$ cat src/rtl/uart_tx_fifo_if.sv
// Push-side and status signals of the UART transmitter, grouped for the peripheral bus.
interface uart_tx_fifo_if #(
   parameter int unsigned DATA_BITS  = 8,
   parameter int unsigned FIFO_DEPTH = 16
);
   localparam int unsigned CntW = $clog2(FIFO_DEPTH) + 1;

   logic                 wr_en;
   logic [DATA_BITS-1:0] wr_data;
   logic                 full;
   logic                 empty;
   logic [CntW-1:0]      count;
   logic                 overflow;
   logic                 busy;
   logic                 UART_OUT;

   modport master (
      output wr_en, wr_data,
      input  full, empty, count, overflow, busy, UART_OUT
   );

   modport slave (
      input  wr_en, wr_data,
      output full, empty, count, overflow, busy, UART_OUT
   );
endinterface

$ cat src/rtl/uart_tx_fifo.sv
// UART transmitter fed by a circular FIFO; frames are sent back-to-back while data is queued.
module uart_tx_fifo #(
   parameter int unsigned CLK_DIV    = 5208,
   parameter int unsigned DATA_BITS  = 8,
   parameter int unsigned FIFO_DEPTH = 16,
   parameter int unsigned PARITY     = 0,
   parameter int unsigned STOP_BITS  = 1
) (
   input logic           sysclk,
   input logic           Reset,
   uart_tx_fifo_if.slave bus
);
   localparam int unsigned PtrW  = $clog2(FIFO_DEPTH);
   localparam int unsigned CntW  = $clog2(FIFO_DEPTH) + 1;
   localparam int unsigned BaudW = $clog2(CLK_DIV);

   typedef enum logic [2:0] {StIdle, StStart, StData, StPar, StStop} state_e;

   logic [DATA_BITS-1:0] r_mem [FIFO_DEPTH];
   logic [PtrW-1:0]      r_wr_ptr, r_rd_ptr;
   logic [CntW-1:0]      r_count;
   logic                 r_full, r_empty, r_overflow;
   state_e               r_state;
   logic [BaudW-1:0]     r_baud;
   logic [3:0]           r_bit_idx;
   logic [DATA_BITS-1:0] r_shift;
   logic                 r_parity, r_tx, r_busy;

   logic                 w_push, w_pop, w_load, w_bit_end;
   logic [CntW-1:0]      w_count_d;
   logic [DATA_BITS-1:0] w_head, w_shift_d;
   state_e               w_state_d;
   logic [BaudW-1:0]     w_baud_d;
   logic [3:0]           w_bit_d;
   logic                 w_par_d, w_tx_d;

   // Full check uses the pre-edge flag, so a push is rejected even when a pop coincides.
   assign w_push    = bus.wr_en && !r_full;
   assign w_head    = r_mem[r_rd_ptr];
   assign w_bit_end = (r_baud == BaudW'(CLK_DIV - 1));
   assign w_count_d = r_count + CntW'(w_push) - CntW'(w_pop);

   always_comb begin
      w_load    = 1'b0;
      w_state_d = r_state;
      w_baud_d  = r_baud;
      w_bit_d   = r_bit_idx;
      w_shift_d = r_shift;
      w_par_d   = r_parity;
      if (r_state != StIdle) begin
         w_baud_d = w_bit_end ? '0 : r_baud + BaudW'(1);
      end
      case (r_state)
         StIdle: begin
            w_load = !r_empty;
         end
         StStart: begin
            if (w_bit_end) begin
               w_state_d = StData;
               w_bit_d   = '0;
            end
         end
         StData: begin
            if (w_bit_end) begin
               w_shift_d = r_shift >> 1;
               if (r_bit_idx == 4'(DATA_BITS - 1)) begin
                  w_bit_d   = '0;
                  w_state_d = (PARITY != 0) ? StPar : StStop;
               end else begin
                  w_bit_d = r_bit_idx + 4'd1;
               end
            end
         end
         StPar: begin
            if (w_bit_end) begin
               w_state_d = StStop;
               w_bit_d   = '0;
            end
         end
         StStop: begin
            if (w_bit_end) begin
               if (r_bit_idx == 4'(STOP_BITS - 1)) begin
                  w_load    = !r_empty;
                  w_state_d = StIdle;
               end else begin
                  w_bit_d = r_bit_idx + 4'd1;
               end
            end
         end
         default: w_state_d = StIdle;
      endcase
      // Loading from STOP skips IDLE entirely, keeping frames back-to-back.
      if (w_load) begin
         w_state_d = StStart;
         w_shift_d = w_head;
         w_par_d   = (^w_head) ^ (PARITY == 2);
         w_baud_d  = '0;
         w_bit_d   = '0;
      end
   end

   assign w_pop = w_load;

   // Line level is decided from next-state values so UART_OUT comes straight from a flop.
   always_comb begin
      w_tx_d = 1'b1;
      case (w_state_d)
         StStart: w_tx_d = 1'b0;
         StData:  w_tx_d = w_shift_d[0];
         StPar:   w_tx_d = w_par_d;
         default: w_tx_d = 1'b1;
      endcase
   end

   always_ff @(posedge sysclk) begin
      if (w_push) begin
         r_mem[r_wr_ptr] <= bus.wr_data;
      end
   end

   always_ff @(posedge sysclk) begin
      if (Reset) begin
         r_wr_ptr   <= '0;
         r_rd_ptr   <= '0;
         r_count    <= '0;
         r_full     <= 1'b0;
         r_empty    <= 1'b1;
         r_overflow <= 1'b0;
         r_state    <= StIdle;
         r_baud     <= '0;
         r_bit_idx  <= '0;
         r_shift    <= '0;
         r_parity   <= 1'b0;
         r_tx       <= 1'b1;
         r_busy     <= 1'b0;
      end else begin
         if (w_push) begin
            r_wr_ptr <= r_wr_ptr + PtrW'(1);
         end
         if (w_pop) begin
            r_rd_ptr <= r_rd_ptr + PtrW'(1);
         end
         r_count    <= w_count_d;
         r_full     <= (w_count_d == CntW'(FIFO_DEPTH));
         r_empty    <= (w_count_d == '0);
         r_overflow <= r_overflow | (bus.wr_en & r_full);
         r_state    <= w_state_d;
         r_baud     <= w_baud_d;
         r_bit_idx  <= w_bit_d;
         r_shift    <= w_shift_d;
         r_parity   <= w_par_d;
         r_tx       <= w_tx_d;
         r_busy     <= (w_state_d != StIdle);
      end
   end

   assign bus.full     = r_full;
   assign bus.empty    = r_empty;
   assign bus.count    = r_count;
   assign bus.overflow = r_overflow;
   assign bus.busy     = r_busy;
   assign bus.UART_OUT = r_tx;
endmodule

$ cat src/flat_wrapper.sv
// flat-port wrapper written by rule: the top's interface ports become plain ports
module uart_tx_fifo_flat 
#(
   parameter int unsigned CLK_DIV    = 5208,
   parameter int unsigned DATA_BITS  = 8,
   parameter int unsigned FIFO_DEPTH = 16,
   parameter int unsigned PARITY     = 0,
   parameter int unsigned STOP_BITS  = 1
)
  (sysclk, Reset, bus_wr_en, bus_wr_data, bus_full, bus_empty, bus_count, bus_overflow, bus_busy, bus_UART_OUT);
  uart_tx_fifo_if #(.DATA_BITS(DATA_BITS), .FIFO_DEPTH(FIFO_DEPTH)) bus_i ();
  input logic sysclk;
  input logic Reset;
  input wire logic [$bits(bus_i.wr_en)-1:0] bus_wr_en;
  input wire logic [$bits(bus_i.wr_data)-1:0] bus_wr_data;
  output wire logic [$bits(bus_i.full)-1:0] bus_full;
  output wire logic [$bits(bus_i.empty)-1:0] bus_empty;
  output wire logic [$bits(bus_i.count)-1:0] bus_count;
  output wire logic [$bits(bus_i.overflow)-1:0] bus_overflow;
  output wire logic [$bits(bus_i.busy)-1:0] bus_busy;
  output wire logic [$bits(bus_i.UART_OUT)-1:0] bus_UART_OUT;
  assign bus_i.wr_en = bus_wr_en;
  assign bus_i.wr_data = bus_wr_data;
  assign bus_full = bus_i.full;
  assign bus_empty = bus_i.empty;
  assign bus_count = bus_i.count;
  assign bus_overflow = bus_i.overflow;
  assign bus_busy = bus_i.busy;
  assign bus_UART_OUT = bus_i.UART_OUT;
  uart_tx_fifo #(.CLK_DIV(CLK_DIV), .DATA_BITS(DATA_BITS), .FIFO_DEPTH(FIFO_DEPTH), .PARITY(PARITY), .STOP_BITS(STOP_BITS)) u_core (.sysclk(sysclk), .Reset(Reset), .bus(bus_i));
endmodule
$ cat config.mk
export PLATFORM = sky130hd
export DESIGN_NAME = uart_tx_fifo_flat
export DESIGN_NICKNAME = d
export VERILOG_FILES = /design/src/rtl/uart_tx_fifo_if.sv /design/src/rtl/uart_tx_fifo.sv /design/src/flat_wrapper.sv
export SDC_FILE = /design/constraint.sdc
export NUM_CORES = 1
export LEC_CHECK = 0
export CAP_MARGIN = 20
export CORE_ASPECT_RATIO = 0.9
export CORE_MARGIN = 10
export CORE_UTILIZATION = 50
export DETAILED_ROUTE_END_ITERATION = 7
export GPL_ROUTABILITY_DRIVEN = 0
export GPL_TIMING_DRIVEN = 0
export PLACE_DENSITY = 0.67
export SYNTH_ARGS = -nofsm -noshare
export SYNTH_HDL_FRONTEND = slang
export SYNTH_SLANG_ARGS = --single-unit
$ cat constraint.sdc
create_clock -name sysclk -period 3.96 [get_ports sysclk]
set_clock_uncertainty 0.1 [all_clocks]
set_input_delay 0.396 -clock sysclk [delete_from_list [all_inputs] [get_ports sysclk]]
set_output_delay 0.396 -clock sysclk [all_outputs]
set_load 0.03 [all_outputs]
==> flow_summary.toml <==
[outcome]
status = "completed"

[floorplanning]
dieHeight_um = 136
pin_count = 21
initial_core_util_pct = 50.8
fp.dieW_um = 149
fp.dieArea_um2 = 20200
row_count = 42
core_um2 = 14700

[sta]
finalCritPeriodShare_pct = 94.4
slew_viol_final = 0
max_clock_freq_ghz = 0.267
slew_headroom_pct = 52.4
tightest_slew_ns = 0.714
rsz0062_at_grt = "no"
setup_viol = 0
period_needed_ns = 3.74
setup_tns_ns = 0
final_hold_viol_count = 0

[route]
via_per_inst = 5.50
num_vias = 4083
drtPass1Iterations = 5
ant_nets = 0
drc = 0
finalWirelength_um = 14500
first_iter_violations = 292
avgRoutedWirePerCell_um = 19.6

[finish]
drive_above_1_share_pct = 16.9
layout.cells.non_filler = 742
areaGrowthSynthToFinish_pct = 14.1
antennaDiodeCount = 0
fin_area_um2 = 8510
fin_nets = 556

[synthesis]
synth_top_area_cell = "edfxtp_1"
ys.flop_type = "edfxtp_1"
synth_most_common_cell = "edfxtp_1"
yosysUniqueCellTypes = 54
synth_edf_count = 128
avgSynthCellArea_um2 = 15.2
ys_top_cells_by_count = "edfxtp_1, dfxtp_1, nor2_1"
yosysSeqAreaShare_pct = 65.3
postSynthCellCount = 492
yosysWarningCount = 0
yosysTopAreaCellShare_pct = 51.6
syn-num-nets = 517
synth-async-reset-ratio_pct = 0
synthTopCellsByArea = "edfxtp_1, dfxtp_1, mux4_2"
syn-cell-area_um2 = 7450
ys_ff_latch = 179

[clock_network]
cts.sinks = 179
tritoncts = "yes"
cts.clk_slew.worst_paths_ns = 0.07
cts_root_buf = "clkbuf_16"
ctsHoldBuffers = 0
cts_max_level = 4
postCtsSetupBuffers = 0
cts_buffer_depth = 2
clock_latency_ns = 0.43
cts.repair.resized = 0
cts_buffers = 17

[power]
peakVddDrop_uv = 337
switching_share_pct = 29.8
power_frac_comb_pct = 27.1
p_leak_uw = 0.00287
p_sw_uw = 1610
seq_power_share_pct = 41.3
powerDensity_nw_per_um2 = 635
power_frac_clock_pct = 31.6
p_int_uw = 3790

[setup_path]
reg2reg_slack_ns = 0.22
reg2reg_depth = 15
setup.worst_path.start = "u_core.r_baud[1]"
r2r_end = "u_core.bus.full"
start_kind = "flop"
end_kind = "flop"
crit_type = "flop to flop"
arrival_ns = 3.99
crit_end = "u_core.bus.full"
critPathRequiredTime_ns = 4.22
crit_fanout = 10
r2r-start = "u_core.r_baud[1]"

[global_route]
antenna_found_initial = 0
grt_pass1_vias = 4144
grt_use_total_pct = 15.0
grt_overflow_total = 0
grt_max_degree = 18
grt_pass1_wl_um = 22900

[placed_design]
io_buffer_count = 20
placed_area_um2 = 7900
dp_hpwl_um = 9740
placed_cells = 710

[min_path]
hold_path_class = "flop to flop"

[run]
max_cap_viol_count = 0
[metrics by stage]
stage / setup WS (ns) / utilization, % / total power [uW] / hold WS [ns]
6_report: 0.221 / 58.0 / 5400 / 0.373
5_1_grt: 0.0189 / 58.0 / 5660 / 0.433
4_1_cts: 0.0590 / 58.0 / 5430 / 0.375
3_5_place_dp: 0.102 / 53.9 / 3730 / 0.362
3_3_place_gp: 0.102 / 53.9 / 3700 / 0.356
2_1_floorplan: 0.530 / - / 3350 / 0.347
[per-layer routing]
layer	up-vias	share of wire, %	global-route usage (%)	routed length [um]
met4	0	1.2	4.95	177
met2	83	50	24.2	7280
met5	-	0	0	0
met3	15	4.0	3.22	582
met1	2058	45	19.8	6470
li1	1927	-	-	-
[critical path, cell delays in order (launching register included)]
cell	delay, ns
dfxtp_1	0.39
ha_2	0.24
and4bb_2	0.27
nand3_4	0.14
or2_1	0.27
a2111o_1	0.43
buf_6	0.16
inv_8	0.09
ha_1	0.22
inv_1	0.06
ha_1	0.15
inv_1	0.05
fa_1	0.40
xnor2_1	0.17
nor4b_2	0.29
nor2b_1	0.22
[power by group through the flow]
stage                     registers, uW  logic [uW]  clock network [uW]
final                              2230        1460                1710
after global routing               2250        1600                1820
after CTS                          2230        1460                1730
after detailed placement           2270        1450                   0
after global placement             2270        1430                   0
after floorplan                    2320        1030                   0
[placed cells by master, fill, tap and decap left out, drive strengths merged, types with 2 or more instances in the layout]
cell / n
o21bai: 2
inv: 25
nor4b: 3
nand4: 5
xor2: 8
ha: 13
clkinv: 3
nand3: 7
a211oi: 8
a21oi: 11
or2: 2
mux2i: 8
nor2: 50
clkbuf: 27
nor2b: 10
and3: 3
dfxtp: 51
nor3b: 3
o21ai: 6
bufinv: 2
mux4: 32
clkdlybuf4s50: 20
buf: 12
edfxtp: 128
nand2b: 2
xnor2: 23
and2: 17
and4bb: 2
nand2: 26
nor3: 5
a21o: 2
a22oi: 16
[kinds of logic (layout without fill, tap and decap cells)]
group	Yosys count	count (layout)	share of synthesized area (%)
DFF	179	179	65.3
and+or+nand+nor	140	140	10.2
AOI/OAI and AO/OA	50	50	4.83
muxes	41	41	10.9
buffers and inverters	37	89	2.74
xor gates and xnor gates	31	31	3.64
adders and majority gates	14	14	2.45
[worst min-delay path by stage]
| stage | start | end | slack, ns | depth (start not counted) |
|---|---|---|---|---|
| final | u_core.r_shift[7] | u_core.r_shift[7] | 0.37 | 2 |
| after global routing | u_core.r_shift[7] | u_core.r_shift[7] | 0.43 | 2 |
| after CTS | u_core.r_shift[7] | u_core.r_shift[7] | 0.38 | 2 |
| after detailed placement | u_core.bus.overflow | u_core.bus.overflow | 0.36 | 2 |
| after global placement | u_core.r_shift[7] | u_core.r_shift[7] | 0.36 | 2 |
| after floorplan | u_core.r_shift[7] | u_core.r_shift[7] | 0.35 | 2 |
[sequential cells by signal, indices dropped and copies added (netlist names), 3 cells and up, named ones only]
register          flops
u_core.r_mem        128
u_core.r_bit_idx      4
u_core.r_rd_ptr       4
u_core.r_shift        8
u_core.bus.count      5
u_core.r_state        3
u_core.r_baud        13
u_core.r_wr_ptr       4
[cell type report]
cell class | count | area, um2
Fill cell | 1136 | 6150
Sequential cell | 179 | 4870
Multi-Input combinational cell | 276 | 2390
Clock buffer | 18 | 429
Tap cell | 198 | 248
Timing Repair Buffer | 20 | 200
Clock inverter | 14 | 165
Buffer | 21 | 136
Inverter | 16 | 67.6
Note: power is estimated with default switching activity, not from simulation.
